`src/rtl/pg_domain_scheduler.sv`:
```
`default_nettype none
// ============================================================================
// Module      : pg_domain_scheduler
// Description : Policy scheduler sitting above the per-domain power-gate
//               controllers. Tracks per-domain idleness and pending work,
//               then issues sleep/wake requests one domain at a time so that
//               only a single rail is ever switching (bounded inrush).
//               Round-robin among candidates; wakes always outrank sleeps.
//
// Ports       : clk            - clock
//               rst_n          - asynchronous active-low reset
//               en             - 1: gating allowed; 0: no sleeps, wake all off
//               dom_busy       - per-domain: currently executing work
//               dom_wake_need  - per-domain: work pending for the domain
//               pg_ready       - per-controller: stable on/off (low = moving)
//               sleep_req      - per-controller sleep request (level)
//               wake_req       - per-controller wake request (level)
//               dom_on         - per-domain: powered and usable
//               seq_busy       - a transition is in flight
//               err_timeout    - sticky per-domain acknowledge failure
//
// Revision    : 1.0 - initial release
// ============================================================================
module pg_domain_scheduler #(
  parameter int NUM_DOM     = 4,
  parameter int IDLE_CYCLES = 256,
  parameter int ACK_TIMEOUT = 16
) (
  input  logic               clk,
  input  logic               rst_n,
  input  logic               en,
  input  logic [NUM_DOM-1:0] dom_busy,
  input  logic [NUM_DOM-1:0] dom_wake_need,
  input  logic [NUM_DOM-1:0] pg_ready,
  output logic [NUM_DOM-1:0] sleep_req,
  output logic [NUM_DOM-1:0] wake_req,
  output logic [NUM_DOM-1:0] dom_on,
  output logic               seq_busy,
  output logic [NUM_DOM-1:0] err_timeout
);

  // --------------------------------------------------------------------------
  // Derived widths and constants
  // --------------------------------------------------------------------------
  localparam int c_IDX_W = $clog2(NUM_DOM);
  localparam int c_CNT_W = $clog2(IDLE_CYCLES + 1);
  localparam int c_TMO_W = $clog2(ACK_TIMEOUT);

  localparam logic [c_CNT_W-1:0] c_IDLE_MAX = c_CNT_W'(IDLE_CYCLES);
  localparam logic [c_TMO_W-1:0] c_TMO_LAST = c_TMO_W'(ACK_TIMEOUT - 1);
  localparam logic [c_IDX_W-1:0] c_IDX_LAST = c_IDX_W'(NUM_DOM - 1);
  localparam logic [c_IDX_W:0]   c_NUM_DOM  = (c_IDX_W + 1)'(NUM_DOM);

  typedef enum logic [1:0] {
    ARB       = 2'd0,
    REQ       = 2'd1,
    WAIT_DONE = 2'd2
  } state_t;

  // --------------------------------------------------------------------------
  // State
  // --------------------------------------------------------------------------
  state_t                          r_state;
  logic [c_IDX_W-1:0]              r_sel;        // domain being transitioned
  logic                            r_dir_wake;   // 1 = wake, 0 = sleep
  logic [c_IDX_W-1:0]              r_rr_ptr;
  logic [c_TMO_W-1:0]              r_tmo_cnt;
  logic [NUM_DOM-1:0]              r_sleep_req;
  logic [NUM_DOM-1:0]              r_wake_req;
  logic [NUM_DOM-1:0]              r_dom_on;
  logic                            r_seq_busy;
  logic [NUM_DOM-1:0]              r_err;
  logic [NUM_DOM-1:0][c_CNT_W-1:0] r_idle_cnt;

  // --------------------------------------------------------------------------
  // Combinational signals
  // --------------------------------------------------------------------------
  logic [NUM_DOM-1:0] w_done;        // domain finishing its transition now
  logic [NUM_DOM-1:0] w_wake_cand;
  logic [NUM_DOM-1:0] w_sleep_cand;
  logic               w_wake_hit;
  logic [c_IDX_W-1:0] w_wake_idx;
  logic               w_sleep_hit;
  logic [c_IDX_W-1:0] w_sleep_idx;
  logic               w_grant;
  logic               w_grant_wake;
  logic [c_IDX_W-1:0] w_grant_idx;
  logic [c_IDX_W-1:0] w_rr_next;

  assign sleep_req   = r_sleep_req;
  assign wake_req    = r_wake_req;
  assign dom_on      = r_dom_on;
  assign seq_busy    = r_seq_busy;
  assign err_timeout = r_err;

  // A transition completes in WAIT_DONE on the first cycle the selected
  // controller reports ready again.
  always_comb begin
    w_done = '0;
    if (r_state == WAIT_DONE && pg_ready[r_sel]) begin
      w_done[r_sel] = 1'b1;
    end
  end

  // --------------------------------------------------------------------------
  // Idle counters: count consecutive idle cycles of powered domains,
  // saturating at IDLE_CYCLES. Any activity or a finished transition restarts
  // the count, so a freshly woken domain must idle the full window again.
  // --------------------------------------------------------------------------
  always_ff @(posedge clk or negedge rst_n) begin
    if (!rst_n) begin
      r_idle_cnt <= '0;
    end else begin
      for (int i = 0; i < NUM_DOM; i++) begin
        if (w_done[i] || dom_busy[i] || dom_wake_need[i]) begin
          r_idle_cnt[i] <= '0;
        end else if (r_dom_on[i] && (r_idle_cnt[i] != c_IDLE_MAX)) begin
          r_idle_cnt[i] <= r_idle_cnt[i] + 1'b1;
        end
      end
    end
  end

  // --------------------------------------------------------------------------
  // Candidate vectors. Domains whose controller has timed out are excluded
  // permanently (until reset). dom_busy alone never wakes an off domain.
  // --------------------------------------------------------------------------
  assign w_wake_cand = ~r_dom_on & (dom_wake_need | {NUM_DOM{~en}}) & ~r_err;

  for (genvar gi = 0; gi < NUM_DOM; gi++) begin : g_sleep_cand
    assign w_sleep_cand[gi] = r_dom_on[gi] & en
                            & (r_idle_cnt[gi] == c_IDLE_MAX)
                            & ~dom_busy[gi] & ~dom_wake_need[gi] & ~r_err[gi];
  end

  // --------------------------------------------------------------------------
  // Round-robin pickers: first candidate at or after r_rr_ptr, cyclic.
  // Scanning from the farthest offset down to zero lets the nearest hit
  // overwrite any farther one.
  // --------------------------------------------------------------------------
  always_comb begin
    logic [c_IDX_W:0]   v_sum;
    logic [c_IDX_W-1:0] v_idx;
    w_wake_hit  = 1'b0;
    w_wake_idx  = '0;
    w_sleep_hit = 1'b0;
    w_sleep_idx = '0;
    v_sum       = '0;
    v_idx       = '0;
    for (int k = NUM_DOM - 1; k >= 0; k--) begin
      v_sum = {1'b0, r_rr_ptr} + (c_IDX_W + 1)'(k);
      if (v_sum >= c_NUM_DOM) begin
        v_sum = v_sum - c_NUM_DOM;
      end
      v_idx = v_sum[c_IDX_W-1:0];
      if (w_wake_cand[v_idx]) begin
        w_wake_hit = 1'b1;
        w_wake_idx = v_idx;
      end
      if (w_sleep_cand[v_idx]) begin
        w_sleep_hit = 1'b1;
        w_sleep_idx = v_idx;
      end
    end
  end

  // Wakes always win, regardless of where the sleep candidate sits.
  assign w_grant      = w_wake_hit | w_sleep_hit;
  assign w_grant_wake = w_wake_hit;
  assign w_grant_idx  = w_wake_hit ? w_wake_idx : w_sleep_idx;
  assign w_rr_next    = (w_grant_idx == c_IDX_LAST) ? '0 : w_grant_idx + 1'b1;

  // --------------------------------------------------------------------------
  // Sequencer FSM: one transition at a time.
  //   ARB       - pick a domain and raise its request
  //   REQ       - hold the request until the controller drops ready, or give
  //               up after ACK_TIMEOUT cycles and mark the domain faulty
  //   WAIT_DONE - wait (unbounded) for ready to return, then commit dom_on
  // --------------------------------------------------------------------------
  always_ff @(posedge clk or negedge rst_n) begin
    if (!rst_n) begin
      r_state     <= ARB;
      r_sel       <= '0;
      r_dir_wake  <= 1'b0;
      r_rr_ptr    <= '0;
      r_tmo_cnt   <= '0;
      r_sleep_req <= '0;
      r_wake_req  <= '0;
      r_dom_on    <= '1;
      r_seq_busy  <= 1'b0;
      r_err       <= '0;
    end else begin
      case (r_state)
        ARB: begin
          if (w_grant) begin
            r_sel      <= w_grant_idx;
            r_dir_wake <= w_grant_wake;
            if (w_grant_wake) begin
              r_wake_req[w_grant_idx] <= 1'b1;
            end else begin
              r_sleep_req[w_grant_idx] <= 1'b1;
            end
            r_seq_busy <= 1'b1;
            r_rr_ptr   <= w_rr_next;
            r_tmo_cnt  <= '0;
            r_state    <= REQ;
          end
        end

        REQ: begin
          if (!pg_ready[r_sel]) begin
            // Controller has accepted; the request has done its job.
            r_sleep_req <= '0;
            r_wake_req  <= '0;
            r_state     <= WAIT_DONE;
          end else if (r_tmo_cnt == c_TMO_LAST) begin
            // No acknowledge: drop the request, leave dom_on as it was and
            // fence the domain off from further arbitration.
            r_sleep_req  <= '0;
            r_wake_req   <= '0;
            r_err[r_sel] <= 1'b1;
            r_seq_busy   <= 1'b0;
            r_state      <= ARB;
          end else begin
            r_tmo_cnt <= r_tmo_cnt + 1'b1;
          end
        end

        WAIT_DONE: begin
          if (pg_ready[r_sel]) begin
            r_dom_on[r_sel] <= r_dir_wake;
            r_seq_busy      <= 1'b0;
            r_state         <= ARB;
          end
        end

        default: begin
          r_sleep_req <= '0;
          r_wake_req  <= '0;
          r_seq_busy  <= 1'b0;
          r_state     <= ARB;
        end
      endcase
    end
  end

endmodule
`default_nettype wire

```
`config.mk`:
```
export PLATFORM = sky130hd
export DESIGN_NAME = pg_domain_scheduler
export DESIGN_NICKNAME = d
export VERILOG_FILES = /design/src/rtl/pg_domain_scheduler.sv
export SDC_FILE = /design/constraint.sdc
export NUM_CORES = 1
export LEC_CHECK = 0
export ABC_AREA = 1
export BUFFER_PORTS_ARGS = -buffer_cell sky130_fd_sc_hd__buf_2
export CAP_MARGIN = 20
export CELL_PAD_IN_SITES_DETAIL_PLACEMENT = 1
export CELL_PAD_IN_SITES_GLOBAL_PLACEMENT = 1
export CORE_MARGIN = 10
export CORE_UTILIZATION = 40
export DETAILED_ROUTE_END_ITERATION = 8
export GPL_TIMING_DRIVEN = 0
export PLACE_DENSITY_LB_ADDON = 0.15
export SKIP_LAST_GASP = 1
export SLEW_MARGIN = 5
export SYNTH_ARGS = -nofsm -noshare
export SYNTH_HDL_FRONTEND = slang
export SYNTH_SLANG_ARGS = --single-unit
```
`constraint.sdc`:
```
create_clock -name clk -period 2.2 [get_ports clk]
set_input_delay 0 -clock clk [delete_from_list [all_inputs] [get_ports clk]]
set_output_delay 0 -clock clk [all_outputs]
set_load 0.1 [all_outputs]
```
## Word-level counts from Yosys, hierarchy flattened

Cells that the tools add are included.

| storage, ports and cells | value |
|---|---|
| memory bits (read-only) | 0 |
| memory bits (writable) | 0 |
| output and inout port bits | 17 |
| memories | 0 |
| logic and storage cells | 207 |
| bits in latches | 0 |
| bits in registers | 64 |

| cells by class | value |
|---|---|
| eq/ne operators | 20 |
| $lt $le $gt $ge | 12 |
| $mul | 0 |
| bitwise gates (word level) | 43 |
| div/mod/pow operators | 0 |
| mux-type cells | 76 |
| shifts and indexed selects | 0 |
| $add $sub $neg | 13 |
| reductions and logical operators | 29 |

Operator list:

| cell | number |
|---|---|
| 2-to-1 mux 9 bit | 8 |
| 2-to-1 mux 4 bit | 10 |
| adder 9 x 1 -> 9 bit (second input constant) | 4 |
| equality test 9 bit (second input constant) | 4 |
| 2-to-1 mux 2 bit | 18 |
| inequality test 9 bit (second input constant) | 4 |
| case mux 4 bit (3 select lines) | 2 |
| 2-to-1 mux 1 bit | 23 |
| bitwise AND 1 bit | 20 |
| binary-select mux 1 bit (select 2 bit) | 9 |
| < comparator 2 x 3 -> 1 bit (second input constant) | 6 |
| OR 4 bit | 4 |
| AND reduction 4 bit | 4 |
| NOT 1 bit | 14 |
| inequality test 2 bit (second input constant) | 6 |
| nonzero test 2 bit | 5 |
| greater-or-equal comparator 3 bit (second input constant) | 3 |
| bitwise AND 4 bit | 2 |
| logical OR 1 bit | 8 |
| NOT 4 bit | 2 |
| case mux 4 bit (2 select lines) | 1 |
| subtractor 2 x 1 -> 2 bit (second input constant) | 4 |
| logical AND 1 bit | 7 |
| adder 2 x 2 -> 3 bit (second input constant) | 2 |
| 18 further kinds | 23 |

## Depth between registers and ports, before layout

Gate-level depths: netlist (run 1).

| logic depth | value |
|---|---|
| depth after elaboration | 20 |
| gate-level depth with buffers | 20 |
| depth with buffers taken out | 20 |

## Worst setup path after synthesis (run 1)

No wires, ideal clock.

| timing path | value |
|---|---|
| kind | register to register |
| start | register r_err[0], in the netlist err_timeout[0] |
| end | register r_sleep_req[3], in the netlist sleep_req[3] |
| data arrival time | 2.379 ns |
| cell stages (with the launch flop) | 16 |
| setup slack | -0.305 ns |
| library setup time | 0.126 ns |
| path through | dfrtp_1 > inv_1 > nand3_1 > nor2_1 > nand2_1 > nand2_1 > nand3_1 > nand2_1 > nand3b_1 > nand3_1 > nand2_1 > nand2_1 > inv_1 > ha_1 > o21ai_0 > o21ai_1 |

| between the ends | value |
|---|---|
| cells in the longest elaborated chain, start to end | 17 |
| elaborated cells between the ends (all ways) | 50 |

RTL lines:

| item | line | RTL |
|---|---|---|
| start: declaration | 72 | `logic [NUM_DOM-1:0] r_err;` |
| start signal: assignment | 191 | `r_err <= '0;` |
| start signal: indexed assignment | 221 | `r_err[r_sel] <= 1'b1;` |
| NOT 1 bit / NOT 4 bit (equally long branches) | 133, 128 |  |
| bitwise AND 1 bit / bitwise AND 4 bit (equally long branches) | 133, 128 |  |
| binary-select mux 1 bit (select 2 bit) (on tied branches) | 160, 156 |  |
| 2-to-1 mux 1 bit (on tied branches) | 160, 156 |  |
| 2-to-1 mux 2 bit (tied with other cells) (4 in series) | 160 | `if (w_sleep_cand[v_idx]) begin` |
| 2-to-1 mux 2 bit * | 170 | `assign w_grant_idx = w_wake_hit ? w_wake_idx : w_sleep_idx;` |
| named net w_grant_idx[1] | 87 | `logic [c_IDX_W-1:0] w_grant_idx;` |
| < comparator 2 x 3 -> 1 bit (not written as such) / greater-or-equal comparator 2 x 1 -> 1 bit (equally long branches) | 201 | `r_sleep_req[w_grant_idx] <= 1'b1;` |
| logical AND 1 bit (not written as such) | 201 |  |
| 2-to-1 mux 1 bit (not written as such) | 201 |  |
| demux 1 bit (select 2 bit) * | 201 |  |
| OR 4 bit (no source line) * | -- |  |
| 2-to-1 mux 4 bit * | 198 | `if (w_grant_wake) begin` |
| 2-to-1 mux 4 bit * | 195 | `if (w_grant) begin` |
| case mux 4 bit (3 select lines) * | 193 | `case (r_state)` |
| end signal: assignment | 187 | `r_sleep_req <= '0;` |
| end signal: indexed assignment | 201 |  |
| end signal: assignment | 213 | `r_sleep_req <= '0;` |
| end: declaration | 68 | `logic [NUM_DOM-1:0] r_sleep_req;` |

The timed path passes the listed nets; every way through them passes the cells marked *. The select of a mux whose other input is x is not followed.
A chain may end at the register's enable or synchronous reset.

## Final worst setup path (run 1)

| timing path | value |
|---|---|
| start | register r_idle_cnt[10] (netlist bit) |
| end | register r_sleep_req[3], in the netlist sleep_req[3] |

| between the ends | value |
|---|---|
| cells in the longest elaborated chain, start to end | 20 |
| elaborated cells between the ends (all ways) | 34 |

RTL lines:

| item | line | RTL |
|---|---|---|
| start: declaration | 73 | `logic [NUM_DOM-1:0][c_CNT_W-1:0] r_idle_cnt;` |
| start signal: indexed assignment | 118 | `r_idle_cnt[i] <= r_idle_cnt[i] + 1'b1;` |
| equality test 9 bit * | 132 | `& (r_idle_cnt[gi] == c_IDLE_MAX)` |
| bitwise AND 1 bit * | 132 |  |
| bitwise AND 1 bit * (3 in series) | 133 | `& ~dom_busy[gi] & ~dom_wake_need[gi] & ~r_err[gi];` |
| binary-select mux 1 bit (select 2 bit) | 160 |  |
| 2-to-1 mux 1 bit (not written as such) | 160 |  |
| 2-to-1 mux 2 bit (3 in series) | 160 |  |
| 2-to-1 mux 2 bit * | 160 |  |
| 2-to-1 mux 2 bit * | 170 |  |
| named net w_grant_idx[1] | 87 |  |
| < comparator 2 x 3 -> 1 bit (not written as such) / greater-or-equal comparator 2 x 1 -> 1 bit (equally long branches) | 201 |  |
| logical AND 1 bit (not written as such) | 201 |  |
| 2-to-1 mux 1 bit (not written as such) | 201 |  |
| demux 1 bit (select 2 bit) * | 201 |  |
| OR 4 bit (no source line) * | -- |  |
| 2-to-1 mux 4 bit * | 198 |  |
| 2-to-1 mux 4 bit * | 195 |  |
| case mux 4 bit (3 select lines) * | 193 |  |

Marks and branches as above.

==> key figures, run 1 <==
Worst setup path
  – Worst Path Required: about 2.5 ns
  – CP bufs+invs: 3
  – Slowest cell on the critical path: dfrtp_1
  – Reg-to-Reg Start: r_idle_cnt[10]
  – CP Launch Type: flip-flop
  – Worst Setup SP: r_idle_cnt[10]
  – Top delay family on crit path: simple AND/OR/NAND/NOR gates
  – WS Path Type: flip-flop to flip-flop
  – Worst setup EP type: flip-flop
  – Data arrival, critical path: between 2 and 2.5 ns
  – Crit-path most repeated cell: nand2_2
  – CP peak stage delay: 0.40 ns
  – Cells along the critical path: inv_2 > ha_4 > inv_2 > nor2_2 > nand2_2 > nor2_4 > nand3_2 > nand2_2 > nand2_2 > nand4_1 > nand3b_1 > nand3_2 > nand2_2 > nand2_4 > inv_6 > ha_4 > o21ai_2 > o21ai_1
  – Crit Path Max Fanout: 4

Cells and area
  – Share of layout cells above drive strength 1: 0.310
  – # fillers: ~1,200
  – P&R area growth vs syn: 27.5%
  – Design area: approximately 0.0052 mm²
  – Final core occ: 0.525
  – Final net count: between 600 and 700

Synth
  – Avg Cell Area, Syn: between 7 and 8 µm²
  – Cell variety after synth: 36
  – Yosys warning count: 0
  – Cell count after synthesis: approximately 540
  – Sequential-to-total area share from yosys stat: 0.397
  – Largest area contributor in the netlist: dfrtp_1
  – Post-Syn Area: approximately 0.004 mm²
  – Syn_nets: roughly 570
  – Yosys top cell area share: 0.371
  – Leading post-synthesis cells by cell area: dfrtp_1 37%, nand2_1 14%, inv_1 6.6%, nor2_1 5.5%, nand3_1 4.8%
  – Seq cells post-synth: between 60 and 70

STA
  – Hold slack: around 0.03 ns
  – Final Max Tran Viols: 0
  – Final worst path period need: around 2.2 ns
  – Slew margin rel.: 0.657
  – Fmax: 446 MHz
  – RSZ-0062 raised after global routing: yes
  – Hold Vio Cnt, Final: 0
  – PnR worst setup slack: -0.0405 ns
  – Worst Skew: a little over 0.01 ns
  – Slew at the pin closest to its max-slew limit: 0.513 ns
  – Setup violations, final: 7
  – Final period utilization: 1.02
  – Setup TNS: -0.124 ns

Floorplanning
  – Die area: around 0.015 mm²
  – Starting Density: 0.412
  – Total core area: between 0.009 and 0.01 mm²
  – Die Ht: between 100 and 150 µm
  – Site row count: 36
  – Die width: 121 µm
  – I/O pin count: 32

CTS
  – Total CTS buffers: 9
  – Clock H-tree levels: 3
  – Clock root cell: clkbuf_8
  – Clock latency on the worst-skew pair: 0.36 ns
  – Bufs on Longest Clock Path: 2
  – TritonCTS clock tree: done
  – CTS sink cnt: 64
  – Worst-path clk slew: 0.08 ns

Power
  – Tot Pwr: 2.51 mW
  – Pleak: 2.43 nW
  – P per Cell Area: ~490 mW/mm²
  – Maximum VDD drop: around 300 µV

Global route
  – Largest net degree at the start of global routing: 42
  – Remaining Overflow, GRT: 0
  – Initial antenna violation count: 1
  – Overall fraction of global-route tracks in use: 0.166
  – Number of global-route vias before repair: between 4,000 and 5,000
  – First-pass GRT wire length: approximately 20 mm

Placed design
  – Final GP Congestion: around 0.84
  – Number of I/O port buffers: 31
  – DP HPWL: 8.16 mm
  – Area after DPL: between 0.004 and 0.005 mm²

Job
  – Max cap viols: 0

Route
  – Vias: between 3,000 and 4,000
  – Vias per std cell: 5.07
  – Post-Route WL: roughly 12 mm
  – DRT iter0 DRCs: 161
  – Final ANT Viol Nets: 0
  – WL/cell: 15.8 µm
  – Detailed Routing Iterations Pass 1: 4
  – DRC Markers: 0

Run status
  – Status: finished, violations left
  – Failing checks: setup timing

Hold path
  – Hold Crit Class: input pin to flip-flop
  – HP Start: dom_wake_need[2]
## cells in the final DEF (no fill, tap or decap), drive strengths merged, types with 13 or more instances in the layout
cell type and n:
dfrtp 60, buf 58, xor2 18, inv 78, nand2 155, nand3 44
ha 13, nor2 69, o21ai 41
## routing by layer
layer,share of wire,wire (µm),vias to the layer above,global-route usage
met5,0,0,-,0
met4,0.014,165,0,0.0558
met3,0.028,331,14,0.0321
met2,0.51,6130,38,0.301
met1,0.44,5270,1886,0.190
li1,-,-,1881,-
## cells in the mapped netlist
cell type,number
nand2_1,146
inv_1,71
dfrtp_1,60
nor2_1,59
nand3_1,39
o21ai_0,22
xor2_1,17
o21ai_1,16
ha_1,13
nor3_1,11
o31ai_1,11
nand4_1,10
a21oi_1,7
inv_2,7
nor2_2,7
nand2_2,6
xnor2_1,6
nand3_2,5
dfstp_2,4
nand2_4,3
nor2_4,3
o21ai_2,3
buf_2,2
nand3b_1,2
nor3b_1,2
or2_2,2
a21oi_2,1
a221oi_4,1
a31o_2,1
buf_4,1
buf_6,1
nor4_1,1
o211ai_2,1
o21bai_1,1
or2_1,1
xor2_2,1
## power breakdown
part / switching (mW) / internal, mW / total, mW
sequential: 0.00646 / 1.19 / 1.19
combinational: 0.124 / 0.0456 / 0.170
clock: 0.511 / 0.637 / 1.15
## flip-flops by register name, indices dropped and copies added, names as in the netlist
name / flops
dom_on: 4
err_timeout: 4
r_dir_wake: 1
r_idle_cnt: 36
r_rr_ptr: 2
r_sel: 2
r_state: 2
r_tmo_cnt: 4
seq_busy: 1
sleep_req: 4
wake_req: 4
## area by class of cell
type | instances | area [µm²] | area share
diodes | 1 | 2.50 | 0.000485
plain buffers | 4 | 28.8 | 0.00558
clock inverters | 7 | 96.3 | 0.0187
repair buffers | 59 | 400 | 0.0777
well taps | 133 | 166 | 0.0323
inverters | 78 | 303 | 0.0587
multi-input cells | 398 | 2410 | 0.467
clock buffers | 9 | 124 | 0.0240
flip-flops and latches | 64 | 1630 | 0.315
## timing repair
action                                  CTS  global route
hold endpoints to repair                 64             0
resized for setup                        56            30
buffers inserted                         19             3
pin swaps                                23            27
endpoints found under the setup margin   10            22
hold buffers                              5             0
## logic make-up after synthesis
logic type | Yosys count | synth area share
AND/OR/NAND/NOR | 297 | 0.331
flip-flops | 64 | 0.397
AO/OA/AOI/OAI | 64 | 0.0984
XOR/XNOR | 24 | 0.0539
adder cells (fa/ha/maj) | 13 | 0.0402
buffers and inverters | 82 | 0.0795
## final timing paths
| kind | depth (start not counted) | end | slack, ns |
|---|---|---|---|
| setup / recovery | 18 | sleep_req[3] | -0.04 |
| hold / removal | 4 | r_idle_cnt[26] | 0.03 |
| setup reg to reg | 18 | sleep_req[3] | -0.04 |
| hold reg to reg | 2 | seq_busy | 0.47 |
| max in group asynchronous | 3 | dom_on[3] | 1.54 |
| min in group asynchronous | 2 | r_idle_cnt[21] | 0.09 |
## worst min-delay path: cells and delay by family
kind | cells | cell delay, ns
buffers and inverters | 2 | 0.14
AND/OR/NAND/NOR | 2 | 0.23
## stage by stage
step	instances	worst slack, ns
final	753	-0.0405
after global routing	753	-0.191
after CTS	749	0.00337
after detailed placement	709	-0.361
after global placement	708	-0.279
after floorplan	544	-0.0104
Note: power is estimated with default switching activity, not from simulation.
==> inputs of run 2 (changes only) <==
==> constraint.sdc (replaced) <==
create_clock -name clk -period 2.2 [get_ports clk]
set_input_delay 0.22 -clock clk [delete_from_list [all_inputs] [get_ports clk]]
set_output_delay 0.22 -clock clk [all_outputs]
set_load 0.1 [all_outputs]
==> key figures, run 2 (same netlist as run 1, synthesis figures left out) <==
CTS
  – CTS sink cnt: 64
  – Worst-path clk slew: around 0.08 ns
  – Clock H-tree levels: 3
  – Clock root cell: clkbuf_8
  – TritonCTS clock tree: done
  – Total CTS buffers: 9
  – Bufs on Longest Clock Path: 2
  – Clock latency on the worst-skew pair: about 0.36 ns

Worst setup path
  – CP Launch Type: flip-flop
  – Worst setup EP type: flip-flop
  – Crit Path Max Fanout: 4
  – Data arrival, critical path: 2.49 ns
  – WS Path Type: flip-flop to flip-flop
  – Worst Path Required: around 2.5 ns

STA
  – Setup violations, final: 6
  – PnR worst setup slack: -0.0381 ns
  – Fmax: between 400 and 500 MHz
  – Hold Vio Cnt, Final: 0
  – Final worst path period need: between 2 and 2.5 ns
  – RSZ-0062 raised after global routing: yes
  – Slew margin rel.: 0.661
  – Final period utilization: 1.02
  – Slew at the pin closest to its max-slew limit: between 0.5 and 0.6 ns
  – Final Max Tran Viols: 0
  – Worst Skew: 0.0103 ns

Global route
  – Initial antenna violation count: 0
  – M3 GR Usage: 0.0316
  – First-pass GRT wire length: around 20 mm
  – Largest net degree at the start of global routing: between 40 and 50
  – Grt met1 use: 0.190
  – GRT busiest layer: met2
  – Remaining Overflow, GRT: 0
  – GRT met2 Usage: 0.292
  – Number of global-route vias before repair: about 4,200
  – Overall fraction of global-route tracks in use: 0.163

Route
  – Detailed Routing Iterations Pass 1: 4
  – DRT iter0 DRCs: 131
  – Vias per std cell: approximately 5
  – Post-Route WL: ~12 mm
  – Final ANT Viol Nets: 0
  – DRC Markers: 0
  – Vias: ~3,800
  – WL/cell: roughly 16 µm

Cells and area
  – Max reg flops: 36
  – Number of diodes: 0
  – P&R area growth vs syn: 26.3%
  – Share of layout cells above drive strength 1: 0.309
  – Final net count: around 640
  – Commonest non-fill, non-tap cell in the layout: nand2_1
  – Commonest cells after routing, fill and taps aside: 128 x nand2_1, 59 x inv_1, 56 x dfrtp_1
  – FF+latch area: approximately 0.0016 mm²
  – Largest Register: r_idle_cnt
  – # fillers: between 1,000 and 1,500
  – Multi-input logic area: 0.00241 mm²
  – Final non-filler cell total: 747
  – Design area: roughly 0.005 mm²

Power
  – P per Cell Area: 490 mW/mm²
  – Sequential share of power: 0.476
  – Clock network power share: 0.458
  – Maximum VDD drop: approximately 310 µV
  – P_int: ~1.9 mW
  – Net switching power: around 640 µW
  – Gate power share: 0.065
  – Tot Pwr: 2.50 mW
  – Sw frac: 0.255
  – Pleak: 2.41 nW

Floorplanning
  – Starting Density: 0.412
  – Die area: 0.0145 mm²
  – Die width: 121 µm
  – Total core area: about 0.01 mm²
  – Die Ht: 121 µm
  – I/O pin count: 32
  – Site row count: 36

Placed design
  – Pre-CTS WS: -0.361 ns
  – Number of I/O port buffers: 31
  – Final GP Congestion: ~0.84
  – Area after DPL: approximately 0.0044 mm²
  – DP HPWL: about 8.2 mm
  – Dpl cells: about 710

Hold path
  – Hold Crit Class: input pin to flip-flop

Run status
  – Failing checks: setup timing
  – Status: finished, violations left

Job
  – Max cap viols: 0
run 2: what timing repair did:
item | in CTS | in global routing
hold endpoints to repair | 21 | 0
pin swaps | 23 | 27
hold buffers | 1 | 0
setup buffers | 19 | 2
gates cloned | 0 | 0
resized for setup | 56 | 29
endpoints found under the setup margin | 10 | 22
run 2: critical path, cell delays in order (launching register included):
cell and delay (ns):
dfrtp_1 0.40, inv_2 0.08, ha_4 0.13, inv_2 0.03, nor2_2 0.11, nand2_2 0.07
nor2_4 0.15, nand3_2 0.08, nand2_2 0.09, nand2_2 0.08, nand4_1 0.11, nand3b_1 0.10
nand3_2 0.08, nand2_2 0.07, nand2_4 0.12, inv_6 0.06, ha_4 0.18, o21ai_2 0.13
o21ai_1 0.06
run 2: metal layers:
metal / routed length (µm) / up-vias
li1: - / 1866
met1: 5200 / 1858
met2: 5990 / 46
met3: 364 / 12
met4: 141 / 0
met5: 0 / -
run 2: stage by stage:
step	TNS (ns)	utilization	hold WS [ns]
2_1_floorplan	-0.0259	-	-0.0756
3_3_place_gp	-2.34	0.449	0.456
3_5_place_dp	-3.14	0.452	0.157
4_1_cts	0	0.509	0.194
5_1_grt	-2.14	0.520	0.224
6_report	-0.118	0.520	0.206
run 2: layout make-up:
type | count | share of cell area
Clock buffer | 9 | 0.0243
Multi-Input combinational cell | 398 | 0.472
Timing Repair Buffer | 54 | 0.0691
Clock inverter | 7 | 0.0189
Sequential cell | 64 | 0.318
Buffer | 4 | 0.00563
Tap cell | 133 | 0.0326
Inverter | 78 | 0.0593
run 2: path summary, 6_finish.rpt:
kind / startpoint / endpoint / slack (ns) / cells after the start
max: r_idle_cnt[10] / sleep_req[3] / -0.04 / 18
min: pg_ready[3] / r_state[1] / 0.21 / 4
max reg2reg: r_idle_cnt[10] / sleep_req[3] / -0.04 / 18
min reg2reg: seq_busy / seq_busy / 0.48 / 2
max in group asynchronous: rst_n / dom_on[3] / 1.32 / 3
min in group asynchronous: rst_n / r_idle_cnt[21] / 0.32 / 2
run 2: power groups by stage:
stage	clock, mW	combinational (mW)	sequential [mW]
6_report	1.15	0.164	1.19
5_1_grt	1.23	0.180	1.19
4_1_cts	1.17	0.167	1.19
3_5_place_dp	0	0.157	1.21
3_3_place_gp	0	0.147	1.21
2_1_floorplan	0	0.0486	1.25
==> inputs of run 3 (changes only) <==
--- a/config.mk
+++ b/config.mk
@@ -11,10 +11,12 @@
 export CELL_PAD_IN_SITES_DETAIL_PLACEMENT = 1
 export CELL_PAD_IN_SITES_GLOBAL_PLACEMENT = 1
 export CORE_MARGIN = 10
-export CORE_UTILIZATION = 40
+export CORE_UTILIZATION = 48
 export DETAILED_ROUTE_END_ITERATION = 8
 export GPL_TIMING_DRIVEN = 0
+export MAX_ROUTING_LAYER = met4
 export PLACE_DENSITY_LB_ADDON = 0.15
+export SKIP_CTS_REPAIR_TIMING = 1
 export SKIP_LAST_GASP = 1
 export SLEW_MARGIN = 5
 export SYNTH_ARGS = -nofsm -noshare
==> constraint.sdc (replaced) <==
create_clock -name clk -period 2.8 [get_ports clk]
set_input_delay 0.28 -clock clk [delete_from_list [all_inputs] [get_ports clk]]
set_output_delay 0.28 -clock clk [all_outputs]
set_load 0.1 [all_outputs]
==> key figures, run 3 (same netlist as run 1, synthesis figures left out) <==
Run status
  – Status: finished, final reports clean

Route
  – WL/cell: 14.9 µm
  – DRT iter0 DRCs: 103
  – Detailed Routing Iterations Pass 1: 4
  – Post-Route WL: between 10 and 15 mm
  – Vias: between 3,000 and 4,000
  – DRC Markers: 0
  – Final ANT Viol Nets: 0
  – Vias per std cell: ~5.3

CTS
  – Bufs on Longest Clock Path: 2
  – Clock root cell: clkbuf_8
  – Worst-path clk slew: around 0.070 ns
  – Total CTS buffers: 9
  – Clock H-tree levels: 3
  – TritonCTS clock tree: done
  – Clock latency on the worst-skew pair: 0.35 ns
  – CTS sink cnt: 64

Power
  – Pleak: between 2 and 2.5 nW
  – Sw frac: 0.237
  – P per Cell Area: 425 mW/mm²
  – Tot Pwr: just under 2 mW
  – P_int: about 1.5 mW
  – Sequential share of power: 0.483
  – Gate power share: 0.059
  – Maximum VDD drop: roughly 240 µV
  – Clock network power share: 0.459
  – Net switching power: around 460 µW

Worst setup path
  – CP peak stage delay: between 0.4 and 0.5 ns
  – Crit Path Max Fanout: 5
  – Top delay family on crit path: simple AND/OR/NAND/NOR gates
  – CP Launch Type: flip-flop
  – Slowest cell on the critical path: dfrtp_1
  – Crit-path most repeated cell: nand2_1
  – Crit path depth: 18
  – Worst setup EP type: flip-flop
  – WS Path Type: flip-flop to flip-flop
  – CP bufs+invs: 3
  – Worst Path Required: 3.03 ns
  – FF-to-FF path depth: 18
  – Data arrival, critical path: ~2.7 ns
  – Cells along the critical path: inv_1 > ha_1 > nand2_1 > inv_1 > nand2_1 > nor2_4 > nand2_1 > nand2_1 > nand3_1 > nand2_1 > nand3b_1 > nand3_1 > nand2_1 > nand2_1 > inv_1 > ha_1 > o21ai_0 > o21ai_1

Floorplanning
  – Die area: between 0.01 and 0.015 mm²
  – Total core area: ~0.0082 mm²
  – Starting Density: 0.492
  – Die Ht: between 100 and 150 µm
  – Die width: about 110 µm
  – Site row count: 33
  – I/O pin count: 32

Cells and area
  – Final net count: about 610
  – Largest Register: r_idle_cnt
  – Max reg flops: 36
  – Share of layout cells above drive strength 1: 0.161
  – Commonest non-fill, non-tap cell in the layout: nand2_1
  – Commonest cells after routing, fill and taps aside: 146 x nand2_1, 71 x inv_1, 60 x dfrtp_1
  – Final core occ: 0.556
  – Number of diodes: 0
  – P&R area growth vs syn: 12.9%
  – Final non-filler cell total: 696
  – # fillers: between 1,000 and 1,500

STA
  – Slew at the pin closest to its max-slew limit: roughly 0.84 ns
  – Worst Skew: between 0.006 and 0.007 ns
  – Setup TNS: 0 ns
  – Setup violations, final: 0
  – Hold slack: approximately 0.0010 ns
  – Hold Vio Cnt, Final: 0
  – Slew margin rel.: 0.438
  – Final Max Tran Viols: 0
  – Final period utilization: 0.892
  – Final worst path period need: 2.50 ns
  – Fmax: between 400 and 500 MHz
  – RSZ-0062 raised after global routing: no

Global route
  – M3 GR Usage: 0.0386
  – Remaining Overflow, GRT: 0
  – Overall fraction of global-route tracks in use: 0.179
  – First-pass GRT wire length: around 18 mm
  – Grt met1 use: 0.209
  – Initial antenna violation count: 0
  – Number of global-route vias before repair: ~4,000
  – GRT busiest layer: met2
  – Largest net degree at the start of global routing: between 60 and 70
  – GRT met2 Usage: 0.296

Job
  – Max cap viols: 0

Placed design
  – DP HPWL: between 7 and 8 mm
  – Dpl cells: 680
  – Number of I/O port buffers: 31
  – Final GP Congestion: about 0.80

Hold path
  – Hold Crit Class: input pin to asynchronous set/reset pin
-- run 3: power by group through the flow --
stage | Combinational, mW | Sequential, mW | Clock [mW]
after floorplan | 0.0377 | 0.982 | 0
after global placement | 0.113 | 0.953 | 0
after detailed placement | 0.116 | 0.953 | 0
after CTS | 0.117 | 0.936 | 0.913
after global routing | 0.126 | 0.936 | 0.953
final | 0.114 | 0.936 | 0.889
-- run 3: final cells by class --
| class | count | area [µm²] | share of cell area |
|---|---|---|---|
| Buffer | 4 | 28.8 | 0.00630 |
| Clock buffer | 13 | 149 | 0.0326 |
| Clock inverter | 3 | 65.1 | 0.0143 |
| Inverter | 78 | 293 | 0.0641 |
| Multi-Input combinational cell | 398 | 2130 | 0.468 |
| Sequential cell | 64 | 1610 | 0.352 |
| Tap cell | 105 | 131 | 0.0288 |
| Timing Repair Buffer | 31 | 158 | 0.0345 |
-- run 3: path summary, 6_finish.rpt --
path	start	to	slack, ns
min	rst_n	r_idle_cnt[3]	0.001
max reg2reg	r_idle_cnt[27]	sleep_req[3]	0.30
min reg2reg	seq_busy	seq_busy	0.49
min in group clk	dom_busy[3]	r_idle_cnt[34]	0.27
max in group asynchronous	rst_n	r_tmo_cnt[2]	2.22
max	r_idle_cnt[27]	sleep_req[3]	0.30
-- run 3: routing by layer --
metal	routed length, µm	share of wire	vias to the layer above
li1	-	-	1820
met1	4830	0.47	1777
met2	5030	0.49	40
met3	305	0.029	17
met4	187	0.018	0
met5	0	0	-
-- run 3: metrics by stage --
stage	area [µm²]	worst slack [ns]
2_1_floorplan	4040	0.295
5_1_grt	4570	0.00192
6_report	4570	0.301
4_1_cts	4550	0.224
3_3_place_gp	4330	0.322
3_5_place_dp	4330	0.250
